**config.mk**
```make
export PLATFORM = sky130hd
export DESIGN_NAME = cache_ctrl_gen2_flat
export DESIGN_NICKNAME = d
export VERILOG_FILES = /design/src/rtl/cache_ctrl_gen2_if.sv /design/src/rtl/cache_ctrl_gen2.sv /design/src/flat_wrapper.sv
export SDC_FILE = /design/constraint.sdc
export NUM_CORES = 1
export LEC_CHECK = 0
export CAP_MARGIN = 5
export CORE_AREA = 2 2 39 41
export DETAILED_ROUTE_END_ITERATION = 10
export DIE_AREA = 0 0 41 43
export PLACE_DENSITY_LB_ADDON = 0.3
export SLEW_MARGIN = 40
export SYNTH_ARGS = -nofsm -noshare
export SYNTH_HDL_FRONTEND = slang
export SYNTH_SLANG_ARGS = --single-unit
```
**constraint.sdc**
```tcl
create_clock -name clk -period 1.9 [get_ports clk]
set_clock_uncertainty 0.1 [all_clocks]
set_input_delay 0.38 -clock clk [delete_from_list [all_inputs] [get_ports clk]]
set_output_delay 0.38 -clock clk [all_outputs]
set_load 0.05 [all_outputs]
```
**src/rtl/cache_ctrl_gen2_if.sv**
```systemverilog
// cache_ctrl_gen2_if: groups the request, memory-handshake and flush status
// signals of cache_ctrl_gen2.
//   master : requester / cache datapath / memory side (drives requests and done_mem)
//   slave  : the controller (drives memory request, status and pulses)
interface cache_ctrl_gen2_if #(
    parameter int unsigned IDX_W = 4
);
    logic             flush;
    logic             enable_cache;
    logic             hit;
    logic             victim_dirty;
    logic             line_dirty;
    logic             done_mem;
    logic             mem_enable;
    logic             mem_wr;
    logic             mem_rdy;
    logic             idle;
    logic [IDX_W-1:0] flush_idx;
    logic             one_line_flushed;
    logic             flush_finish;
    logic             mem_err;

    modport master (
        output flush, enable_cache, hit, victim_dirty, line_dirty, done_mem,
        input  mem_enable, mem_wr, mem_rdy, idle, flush_idx,
               one_line_flushed, flush_finish, mem_err
    );

    modport slave (
        input  flush, enable_cache, hit, victim_dirty, line_dirty, done_mem,
        output mem_enable, mem_wr, mem_rdy, idle, flush_idx,
               one_line_flushed, flush_finish, mem_err
    );
endinterface

```
**src/rtl/cache_ctrl_gen2.sv**
```systemverilog
// cache_ctrl_gen2: cache controller FSM sequencing hit, dirty-victim
// writeback-then-refill, and full-cache flush between the cache datapath and
// the main-memory port.
//
// Ports:
//   clk  - clock, rising edge
//   rst  - asynchronous active-low reset
//   bus  - cache_ctrl_gen2_if.slave:
//          in : flush, enable_cache, hit, victim_dirty, line_dirty, done_mem
//          out: mem_enable, mem_wr (Moore), idle (Moore), flush_idx (registered),
//               mem_rdy, one_line_flushed, flush_finish, mem_err (Mealy pulses)
//
// Optional feature: define CACHE_CTRL_TIMEOUT_EN to enable the memory-timeout
// watchdog (abort after MEM_TIMEOUT cycles in a memory-wait state without
// done_mem). Without it mem_err is tied low and the FSM waits indefinitely.
module cache_ctrl_gen2 #(
    parameter int unsigned NUM_LINES   = 16,
    parameter int unsigned IDX_W       = $clog2(NUM_LINES),
    parameter int unsigned MEM_TIMEOUT = 255
) (
    input  logic             clk,
    input  logic             rst,
    cache_ctrl_gen2_if.slave bus
);

    localparam logic [IDX_W-1:0] LAST_IDX = IDX_W'(NUM_LINES - 1);

    // Reject illegal parameterisations at elaboration time.
    if (NUM_LINES < 2 || (NUM_LINES & (NUM_LINES - 1)) != 0 ||
        (1 << IDX_W) != NUM_LINES || MEM_TIMEOUT == 0) begin : g_param_check
        $error("cache_ctrl_gen2: illegal NUM_LINES/IDX_W/MEM_TIMEOUT");
    end

    typedef enum logic [2:0] {
        S_IDLE,
        S_HIT,
        S_EVICT,
        S_REFILL,
        S_FLUSH_CHK,
        S_FLUSH_WR
    } state_e;

    state_e           state_q, state_d;
    logic [IDX_W-1:0] idx_q, idx_d;

    logic mem_enable_c;
    logic mem_wr_c;
    logic idle_c;
    logic mem_rdy_c;
    logic line_done_c;
    logic flush_finish_c;
    logic mem_err_c;

`ifdef CACHE_CTRL_TIMEOUT_EN
    localparam int unsigned CNT_W = (MEM_TIMEOUT > 1) ? $clog2(MEM_TIMEOUT) : 1;

    logic [CNT_W-1:0] cnt_q, cnt_d;
    logic             wait_c;
    logic             timeout_c;
`endif

    // State, flush index and watchdog registers.
    always_ff @(posedge clk or negedge rst) begin
        if (!rst) begin
            state_q <= S_IDLE;
            idx_q   <= '0;
`ifdef CACHE_CTRL_TIMEOUT_EN
            cnt_q   <= '0;
`endif
        end else begin
            state_q <= state_d;
            idx_q   <= idx_d;
`ifdef CACHE_CTRL_TIMEOUT_EN
            cnt_q   <= cnt_d;
`endif
        end
    end

    // Next-state, flush index and output decode.
    always_comb begin
        state_d        = state_q;
        idx_d          = idx_q;
        mem_enable_c   = 1'b0;
        mem_wr_c       = 1'b0;
        idle_c         = 1'b0;
        mem_rdy_c      = 1'b0;
        line_done_c    = 1'b0;
        flush_finish_c = 1'b0;
        mem_err_c      = 1'b0;
`ifdef CACHE_CTRL_TIMEOUT_EN
        cnt_d          = '0;
        wait_c         = 1'b0;
        timeout_c      = 1'b0;
`endif

        unique case (state_q)
            S_IDLE: begin
                idle_c = 1'b1;
                if (bus.flush) begin
                    state_d = S_FLUSH_CHK;
                    idx_d   = '0;
                end else if (bus.enable_cache) begin
                    if (bus.hit)               state_d = S_HIT;
                    else if (bus.victim_dirty) state_d = S_EVICT;
                    else                       state_d = S_REFILL;
                end
            end

            S_HIT: begin
                state_d = S_IDLE;
            end

            S_EVICT: begin
                mem_enable_c = 1'b1;
                mem_wr_c     = 1'b1;
                if (bus.done_mem) state_d = S_REFILL;
            end

            S_REFILL: begin
                mem_enable_c = 1'b1;
                if (bus.done_mem) begin
                    mem_rdy_c = 1'b1;
                    state_d   = S_IDLE;
                end
            end

            S_FLUSH_CHK: begin
                if (bus.line_dirty) begin
                    state_d = S_FLUSH_WR;
                end else begin
                    line_done_c = 1'b1;
                    if (idx_q == LAST_IDX) begin
                        flush_finish_c = 1'b1;
                        idx_d          = '0;
                        state_d        = S_IDLE;
                    end else begin
                        idx_d = idx_q + IDX_W'(1);
                    end
                end
            end

            S_FLUSH_WR: begin
                mem_enable_c = 1'b1;
                mem_wr_c     = 1'b1;
                if (bus.done_mem) begin
                    line_done_c = 1'b1;
                    if (idx_q == LAST_IDX) begin
                        flush_finish_c = 1'b1;
                        idx_d          = '0;
                        state_d        = S_IDLE;
                    end else begin
                        idx_d   = idx_q + IDX_W'(1);
                        state_d = S_FLUSH_CHK;
                    end
                end
            end

            default: begin
                state_d = S_IDLE;
                idx_d   = '0;
            end
        endcase

`ifdef CACHE_CTRL_TIMEOUT_EN
        // Watchdog: counts cycles spent in one memory-wait state; done_mem on
        // the final allowed cycle still completes normally.
        wait_c    = (state_q == S_EVICT) || (state_q == S_REFILL) ||
                    (state_q == S_FLUSH_WR);
        timeout_c = wait_c && !bus.done_mem &&
                    (cnt_q == CNT_W'(MEM_TIMEOUT - 1));
        if (timeout_c) begin
            mem_err_c = 1'b1;
            state_d   = S_IDLE;
            idx_d     = '0;
        end
        // Cleared whenever the state changes, so every wait state starts at 0.
        if (wait_c && (state_d == state_q)) cnt_d = cnt_q + CNT_W'(1);
`endif
    end

    assign bus.mem_enable       = mem_enable_c;
    assign bus.mem_wr           = mem_wr_c;
    assign bus.idle             = idle_c;
    assign bus.flush_idx        = idx_q;
    assign bus.mem_rdy          = mem_rdy_c;
    assign bus.one_line_flushed = line_done_c;
    assign bus.flush_finish     = flush_finish_c;
    assign bus.mem_err          = mem_err_c;

endmodule

```
**src/flat_wrapper.sv**
```systemverilog
// flat-port wrapper written by rule: the top's interface ports become plain ports
module cache_ctrl_gen2_flat 
#(
    parameter int unsigned NUM_LINES   = 16,
    parameter int unsigned IDX_W       = $clog2(NUM_LINES),
    parameter int unsigned MEM_TIMEOUT = 255
)
  (clk, rst, bus_flush, bus_enable_cache, bus_hit, bus_victim_dirty, bus_line_dirty, bus_done_mem, bus_mem_enable, bus_mem_wr, bus_mem_rdy, bus_idle, bus_flush_idx, bus_one_line_flushed, bus_flush_finish, bus_mem_err);
  cache_ctrl_gen2_if #(.IDX_W(IDX_W)) bus_i ();
  input  logic clk;
  input  logic rst;
  input wire logic [$bits(bus_i.flush)-1:0] bus_flush;
  input wire logic [$bits(bus_i.enable_cache)-1:0] bus_enable_cache;
  input wire logic [$bits(bus_i.hit)-1:0] bus_hit;
  input wire logic [$bits(bus_i.victim_dirty)-1:0] bus_victim_dirty;
  input wire logic [$bits(bus_i.line_dirty)-1:0] bus_line_dirty;
  input wire logic [$bits(bus_i.done_mem)-1:0] bus_done_mem;
  output wire logic [$bits(bus_i.mem_enable)-1:0] bus_mem_enable;
  output wire logic [$bits(bus_i.mem_wr)-1:0] bus_mem_wr;
  output wire logic [$bits(bus_i.mem_rdy)-1:0] bus_mem_rdy;
  output wire logic [$bits(bus_i.idle)-1:0] bus_idle;
  output wire logic [$bits(bus_i.flush_idx)-1:0] bus_flush_idx;
  output wire logic [$bits(bus_i.one_line_flushed)-1:0] bus_one_line_flushed;
  output wire logic [$bits(bus_i.flush_finish)-1:0] bus_flush_finish;
  output wire logic [$bits(bus_i.mem_err)-1:0] bus_mem_err;
  assign bus_i.flush = bus_flush;
  assign bus_i.enable_cache = bus_enable_cache;
  assign bus_i.hit = bus_hit;
  assign bus_i.victim_dirty = bus_victim_dirty;
  assign bus_i.line_dirty = bus_line_dirty;
  assign bus_i.done_mem = bus_done_mem;
  assign bus_mem_enable = bus_i.mem_enable;
  assign bus_mem_wr = bus_i.mem_wr;
  assign bus_mem_rdy = bus_i.mem_rdy;
  assign bus_idle = bus_i.idle;
  assign bus_flush_idx = bus_i.flush_idx;
  assign bus_one_line_flushed = bus_i.one_line_flushed;
  assign bus_flush_finish = bus_i.flush_finish;
  assign bus_mem_err = bus_i.mem_err;
  cache_ctrl_gen2 #(.NUM_LINES(NUM_LINES), .IDX_W(IDX_W), .MEM_TIMEOUT(MEM_TIMEOUT)) u_core (.clk(clk), .rst(rst), .bus(bus_i));
endmodule
```
After elaboration in Yosys (flattened, before gate mapping)
Cells that the tools add are included.
W data, S select, Z words.
{"block": "word_totals", "inputBits": 8, "ff_bits": 7}
{"block": "op_classes", "reduce_logical": 6, "n_eq_ne": 13, "add_sub_neg": 1, "muxes": 27, "bitwise_logic": 1}
{"operator": "$mux W3", "count": 9}
{"operator": "$mux W4", "count": 4}
{"operator": "$pmux W4 S4", "count": 1}
{"operator": "$pmux W3 S5", "count": 1}
{"operator": "$mux W1", "count": 10}
{"operator": "$ne A2 B2 Y1 const B", "count": 5}
{"operator": "$eq A3 B2 Y1 const B", "count": 2}
{"operator": "$eq A3 B3 Y1 const B", "count": 2}
{"operator": "$reduce_or A3 Y1", "count": 2}
{"operator": "$reduce_and A5 Y1", "count": 1}
{"operator": "$add A4 B1 Y4 const B", "count": 1}
{"operator": "$eq A4 B4 Y1 const B", "count": 1}
{"operator": "$pmux W1 S2", "count": 2}
{"operator": "$reduce_and A4 Y1", "count": 1}
{"operator": "$eq A3 B1 Y1 const B", "count": 1}
{"operator": "$logic_not A3 Y1", "count": 1}
{"operator": "$ne A3 B2 Y1 const B", "count": 1}
{"operator": "$ne A3 B3 Y1 const B", "count": 1}
{"operator": "$reduce_or A2 Y1", "count": 1}
{"operator": "$not A1 Y1", "count": 1}

Logic depth before layout (Yosys ltp)
Gate-level depths: netlist (run 1).
{"block": "logic_depth", "ltp_word": 5, "depth_mapped": 5, "ltp_nobuf": 5}

Least setup slack after synthesis (run 1)
No wires, ideal clock.
{"block": "synth_timing", "kind": "reg-to-output", "start": "register u_core.state_q[2]", "end": "output bus_flush_finish", "path_stages_with_launch": 5, "slack_ps": -424, "arrival_ps": 1844, "path_buffers": 1, "path_cell_list": "dfrtp_1 -> buf_4 -> nor2b_1 -> a21boi_2 -> and2_1"}
{"block": "synth_between", "elab_chain_cells": 2}
{"element": "from (decl)", "line": "cache_ctrl_gen2.sv:43", "text": "state_e state_q, state_d;"}
{"element": "from (signal assigned)", "line": "cache_ctrl_gen2.sv:71", "text": "state_q <= state_d;"}
{"element": "$eq A3 B3 Y1", "line": "cache_ctrl_gen2.sv:96", "text": "unique case (state_q)"}
{"element": "$pmux W1 S2 (*)", "line": "cache_ctrl_gen2.sv:96"}
{"element": "to (decl)", "line": "flat_wrapper.sv:24", "text": "output wire logic [$bits(bus_i.flush_finish)-1:0] bus_flush_finish;"}
Every way passes the cells marked *; elsewhere a longest branch is shown, timed or not.

Worst setup path in the final report (run 1)
{"block": "layout_timing", "start": "register u_core.state_q[1]", "end": "register u_core.state_q[0]"}
{"block": "layout_between", "elab_chain_cells": 3}
{"element": "$eq A3 B3 Y1 (tied with other cells)", "line": "cache_ctrl_gen2.sv:96"}
{"element": "$ne A3 B2 Y1 (no source line) (tied with other cells)"}
{"element": "$reduce_and A5 Y1 (no source line)"}
Parallel ways exist; a longest one is shown, timed or not.
A chain may end at the register's enable or synchronous reset.

==> results of run 1 <==
## final cells by class
type | instances | area [um2] | area share
Inverter | 3 | 11.26 | 0.01220
Clock buffer | 4 | 26.28 | 0.02846
Sequential cell | 7 | 181.4 | 0.1965
Tap cell | 16 | 20.02 | 0.02168
Timing Repair Buffer | 33 | 341.6 | 0.3699
Multi-Input combinational cell | 47 | 342.8 | 0.3713
## cells in the mapped netlist, types with 2 or more instances
master and instances:
nor2b_1 2, nand2_1 5, mux2i_1 4, buf_4 2
nor2_1 2, inv_1 3, nand2b_1 4, dfrtp_1 7
a21oi_1 4, nand3_1 3, nor3_1 2, a31oi_1 2
o22ai_1 3
## stage by stage
stage	TNS [ns]	area (um2)
finish	0	923.4
global route	-0.04529	923.4
CTS	0	895.9
detailed placement	-0.4369	832.0
global placement	-0.3848	832.0
floorplan	-0.2635	546.8
## worst max-delay path by stage
| stage | to | cells after the start |
|---|---|---|
| 6_report | u_core.state_q[0] | 5 |
| 3_3_place_gp | bus_flush_finish | 5 |
| 3_5_place_dp | bus_flush_finish | 5 |
| 2_1_floorplan | bus_flush_finish | 4 |
| 4_1_cts | bus_flush_finish | 5 |
| 5_1_grt | bus_flush_finish | 4 |
## power breakdown
group | internal, W | switching (W)
clock | 0.0000800 | 0.0000527
sequential | 0.000212 | 0.0000824
combinational | 0.000558 | 0.000570
## per-layer routing
metal | vias up | global-route usage
met4 | 0 | 0.04000
met1 | 255 | 0.2167
met2 | 15 | 0.3344
li1 | 283 | -
met3 | 0 | 0.07853
met5 | - | 0
## logic make-up after synthesis
logic type               after synthesis  share of synthesized area
flip-flops                             7                     0.3318
AND/OR/NAND/NOR                       26                     0.2797
other                                  1                   0.007102
adder cells (fa/ha/maj)                1                    0.02369
multiplexers                           5                     0.1043
AO/OA/AOI/OAI                         14                     0.1754
buffers and inverters                  7                    0.07818
## cell usage in the layout, fill, tap and decap left out, types with 3 or more instances in the layout
cell type and count:
nand3_1 3, clkdlybuf4s50_1 5, mux2i_1 4, buf_12 6, o22ai_1 3, a21oi_1 4, nand2b_1 4, clkbuf_4 3
buf_4 20, nand2_1 4, inv_1 3, dfrtp_2 5
## critical path: stages (launching register included)
cell	delay [ns]
dfrtp_2	0.47
buf_4	0.16
or4_4	0.53
nor2_2	0.09
nor3_1	0.07
mux2_4	0.30
## state kept, by name, indices dropped and copies added, names as in the netlist
name / flops
u_core.bus.flush_idx: 4
u_core.state_q: 3
## timing repair
action / 4_1_cts / 5_1_grt
endpoints found under the setup margin: 2 / 2
pin swaps: 1 / 4
resized for setup: 8 / 2
buffers inserted: 3 / 3
==> impl_metrics.py, run 1 <==
metrics = {
    "yosys": {
        "syn-cell-area_um2": 528.0,
        "synth-edff-count": 0,
        "yosysTopAreaCell": "dfrtp_1",
        "syn_nets": 70,
        "synth_seq_cells": 7,
        "synthCells": 61,
        "synth_cell_type_count": 31,
        "ys_warn_count": 0,
        "syn_area_per_cell_um2": 8.656,
        "synth_top_area_frac": 0.3318,
        "async_reset_ff_frac": 1.000,
        "synth_ff_type": "dfrtp_1",
        "synth_area_leaders": "dfrtp_1, mux2i_1, nand2b_1",
        "yosysSeqAreaShare": 0.3318,
    },
    "floorplan": {
        "start_util": 0.3816,
        "core-area_um2": 1384,
        "die_y_um": 43,
        "dieArea_um2": 1763,
        "num_rows": 14,
        "die_w_um": 41,
        "ios": 19,
    },
    "grt": {
        "grt_max_degree": 11,
        "grt_pass1_vias": 523,
        "grt_use_total": 0.1959,
        "overflow": 0,
        "antenna_found_initial": 0,
        "grt_pass1_wl_um": 2311,
    },
    "sta": {
        "maxSlewViolCount": 0,
        "holdWs_ns": 0.2802,
        "finalWorstSetupSlack_ns": 0.04558,
        "setup_viol": 0,
        "max_freq_mhz": 539.3,
        "layout_min_cycle_time_ns": 1.854,
        "period_share": 0.9760,
        "timing_hold_violations_final": 0,
    },
    "outcome": {
        "status": "finished, final reports clean",
    },
    "critical_path": {
        "r2r_end": "u_core.state_q[0]",
        "reg2reg_from": "u_core.state_q[1]",
        "ff2ff_path_depth": 5,
        "startpoint_type": "flop",
        "cp_max_fo": 9,
        "end_kind": "flop",
        "worstPathRequired_ns": 1.93,
        "rrSetupSlack_ns": 0.05,
        "critPathLaunch": "u_core.state_q[1]",
        "crit_type": "flop to flop",
        "worstPathArrival_ns": 1.89,
    },
    "clock_network": {
        "cts_inserted_buffers": 3,
        "cts-htree-levels": 1,
        "insertion_delay_ns": 0.25,
        "cts_tree": "yes",
        "cts_hold_buf": 0,
        "clk_pin_slew_worst_paths_ns": 0.06,
        "cts.sinks": 7,
        "cts-root-buf": "clkbuf_4",
        "cts_buffer_depth": 2,
    },
    "drt": {
        "wl_met2_um": 716,
        "vias_per_cell": 5.027,
        "wl_met3_um": 84,
        "wl_per_cell_um": 12.52,
        "routed.top_layer": "met3",
        "dr_total_vias": 553,
        "drt-met1-wl_um": 576,
        "drtAntennaViolNets": 0,
        "drc": 0,
        "wl_um": 1377,
        "drtIter0Drc": 5,
        "first_pass_iters": 3,
    },
    "job": {
        "max_cap_viol_count": 0,
    },
    "placed_design": {
        "dpl_worst_slack_ns": -0.1526,
        "dp_hpwl_um": 994.7,
        "portBuffers": 17,
        "dp.cells": 100,
        "routabilityCongestion": 0.7084,
    },
    "finish": {
        "final_layout_size_suffix_gt1_frac": 0.4787,
        "num-fill-cells": 130,
        "nets": 104,
        "final_cells": 110,
        "area_delta_synth_final_pct": 74.88,
        "diodes": 0,
        "final_util": 0.6673,
    },
    "power_and_ir_drop": {
        "power_density_nw_per_um2": 1684,
        "leakage_nw": 0.4319,
        "power.total_w": 0.001555,
        "vdd_drop_max_v": 0.0008521,
    },
    "min_path": {
        "hold_path_class": "primary input to async pin",
    },
}
Note: power is estimated with default switching activity, not from simulation.
==> run 2, diff against run 1 <==
--- a/config.mk
+++ b/config.mk
@@ -5,10 +5,11 @@
 export SDC_FILE = /design/constraint.sdc
 export NUM_CORES = 1
 export LEC_CHECK = 0
+export ABC_AREA = 0
 export CAP_MARGIN = 5
-export CORE_AREA = 2 2 39 41
+export CORE_AREA = 3 3 40 42
 export DETAILED_ROUTE_END_ITERATION = 10
-export DIE_AREA = 0 0 41 43
+export DIE_AREA = 0 0 43 45
 export PLACE_DENSITY_LB_ADDON = 0.3
 export SLEW_MARGIN = 40
 export SYNTH_ARGS = -nofsm -noshare
==> constraint.sdc (replaced) <==
create_clock -name clk -period 1.83 [get_ports clk]
set_clock_uncertainty 0.1 [all_clocks]
set_input_delay 0.366 -clock clk [delete_from_list [all_inputs] [get_ports clk]]
set_output_delay 0.366 -clock clk [all_outputs]
set_load 0.05 [all_outputs]
==> run 2 against run 1 <==
  * The run now ends with negative setup slack left
  * Worst setup slack got worse by 0.071 ns
  * Die area rose by 9.8%
  * Non-clock buffer count rose by 3
  * Combinational power rose by 18%
  * Global-route usage fell by 1.3 points
  * Clock power rose by 8%
  * Register-to-register slack got worse by 0.04 ns
  * Total power rose by 14%
  * First-iteration DRC count rose by 80%
  * Worst hold slack improved by 0.016 ns
  * Clock-buffer cell count did not move
  * Critical endpoint is now bus_mem_wr
  * Cell count rose by 1.8%
==> impl_metrics.py, run 2 (synthesized netlist as in run 1, its figures left out) <==
metrics = {
    "critical_path": {
        "startpoint_type": "flop",
        "cp_max_fo": 5,
        "critPathLaunch": "u_core.state_q[1]",
        "worstPathArrival_ns": 1.39,
        "path_cells": "buf_6 > nand3b_1 > o21ai_2 > buf_12",
        "ff2ff_path_depth": 6,
        "crit_type": "flop to output port",
        "cpMaxStageDelayCell": "dfrtp_2",
        "end_kind": "output port",
        "r2r_end": "u_core.state_q[0]",
        "reg2reg_from": "u_core.state_q[0]",
        "worst_path_largest_cell_delay_ns": 0.44,
        "worstPathRequired_ns": 1.36,
        "rrSetupSlack_ns": 0.01,
    },
    "finish": {
        "mostFrequentLayoutCell": "buf_4",
        "diodes": 0,
        "num-fill-cells": 101,
        "area_delta_synth_final_pct": 88.39,
        "largest_register_ffs": 4,
        "layout_common_cells": "buf_4, buf_12, dfrtp_2",
        "regArea_um2": 182.7,
        "nets": 107,
        "multi_input_area_um2": 371.6,
        "design_area_um2": 994.7,
        "final_layout_size_suffix_gt1_frac": 0.5567,
        "final_cells": 112,
    },
    "floorplan": {
        "die_w_um": 43,
        "start_util": 0.4109,
        "ios": 19,
        "die_y_um": 45,
        "dieArea_um2": 1935,
        "num_rows": 13,
        "core-area_um2": 1285,
    },
    "grt": {
        "grt_pass1_wl_um": 2594,
        "overflow": 0,
        "antenna_found_initial": 0,
        "grt_pass1_vias": 582,
        "grt_use_total": 0.1834,
        "grt_max_degree": 9,
    },
    "placed_design": {
        "dp.cells": 100,
        "dp_hpwl_um": 1172,
        "routabilityCongestion": 0.8371,
        "dpl-instance-area_um2": 869.6,
        "portBuffers": 17,
        "dpl_worst_slack_ns": -0.2317,
    },
    "drt": {
        "dr_total_vias": 623,
        "wl_per_cell_um": 17.28,
        "vias_per_cell": 5.563,
        "first_pass_iters": 4,
        "drc": 0,
        "wl_um": 1935,
        "drtAntennaViolNets": 0,
        "drtIter0Drc": 9,
    },
    "min_path": {
        "hold_path_class": "primary input to async pin",
    },
    "power_and_ir_drop": {
        "vdd_drop_max_v": 0.001020,
        "power.total_w": 0.001775,
        "leakage_nw": 0.4450,
        "power_density_nw_per_um2": 1785,
    },
    "sta": {
        "finalWorstSetupSlack_ns": -0.02591,
        "maxSlewViolCount": 0,
        "rsz0062_at_grt": "yes",
        "setup_tns_ns": -0.02591,
        "max_freq_mhz": 538.8,
        "layout_min_cycle_time_ns": 1.856,
        "period_share": 1.014,
        "setup_viol": 1,
        "timing_hold_violations_final": 0,
    },
    "clock_network": {
        "cts_inserted_buffers": 3,
        "insertion_delay_ns": 0.25,
        "cts_tree": "yes",
        "cts_buffer_depth": 2,
        "clk_pin_slew_worst_paths_ns": 0.05,
        "cts-root-buf": "clkbuf_4",
        "cts.sinks": 7,
        "cts_hold_buf": 0,
        "cts-htree-levels": 1,
    },
    "outcome": {
        "violations": "negative setup slack",
        "status": "finished, violations left",
    },
    "job": {
        "max_cap_viol_count": 0,
    },
}
[run 2: final cells by class]
class,instances,area share
tap,15,0.01887
inverter,3,0.01132
timing repair buffer,36,0.3862
multi-input combinational,47,0.3736
clock buffer,4,0.02642
sequential,7,0.1836
[run 2: what timing repair did]
action,in CTS,in global routing
endpoints found under the hold margin,0,0
pin swaps,3,2
setup buffers,4,4
endpoints found under the setup margin,5,5
cloned,0,0
gates resized for setup,8,5
[run 2: routing by layer]
metal,vias up,routed length (um),share of wire,GRT usage
li1,293,-,-,-
met1,309,803,0.41,0.2304
met2,17,1012,0.52,0.3024
met3,4,93,0.048,0.05976
met4,0,26,0.013,0.05422
met5,-,0,0,0
[run 2: how the worst max path moves through the flow]
stage                             end  slack, ns  depth (start not counted)
detailed placement   bus_flush_finish      -0.23                          5
global route        u_core.state_q[2]       -0.1                          7
CTS                    bus_mem_enable     -0.007                          4
floorplan            bus_flush_finish      -0.32                          4
finish                     bus_mem_wr      -0.03                          4
global placement     bus_flush_finish      -0.21                          5
[run 2: critical path, delay by kind of cell, from the launching register on]
| family | cells | cell delay [ns] |
|---|---|---|
| AOI/OAI and AO/OA | 1 | 0.14 |
| buffers and inverters | 2 | 0.30 |
| DFF | 1 | 0.44 |
| and+or+nand+nor | 1 | 0.24 |
[run 2: metrics by stage]
step / utilization / hold WS, ns
2_1_floorplan: - / -0.02959
3_3_place_gp: 0.6767 / 0.4010
3_5_place_dp: 0.6767 / 0.4299
4_1_cts: 0.7283 / 0.2861
5_1_grt: 0.7741 / 0.2858
6_report: 0.7741 / 0.2958
[run 2: report_power, final]
part | total (W) | internal [W] | switching, W | leakage (nW)
Sequential | 0.000299 | 0.000222 | 0.0000776 | 0.0830
Clock | 0.000144 | 0.0000834 | 0.0000604 | 0.0150
Combinational | 0.00133 | 0.000655 | 0.000677 | 0.347
Total | 0.00178 | 0.000960 | 0.000815 | 0.445
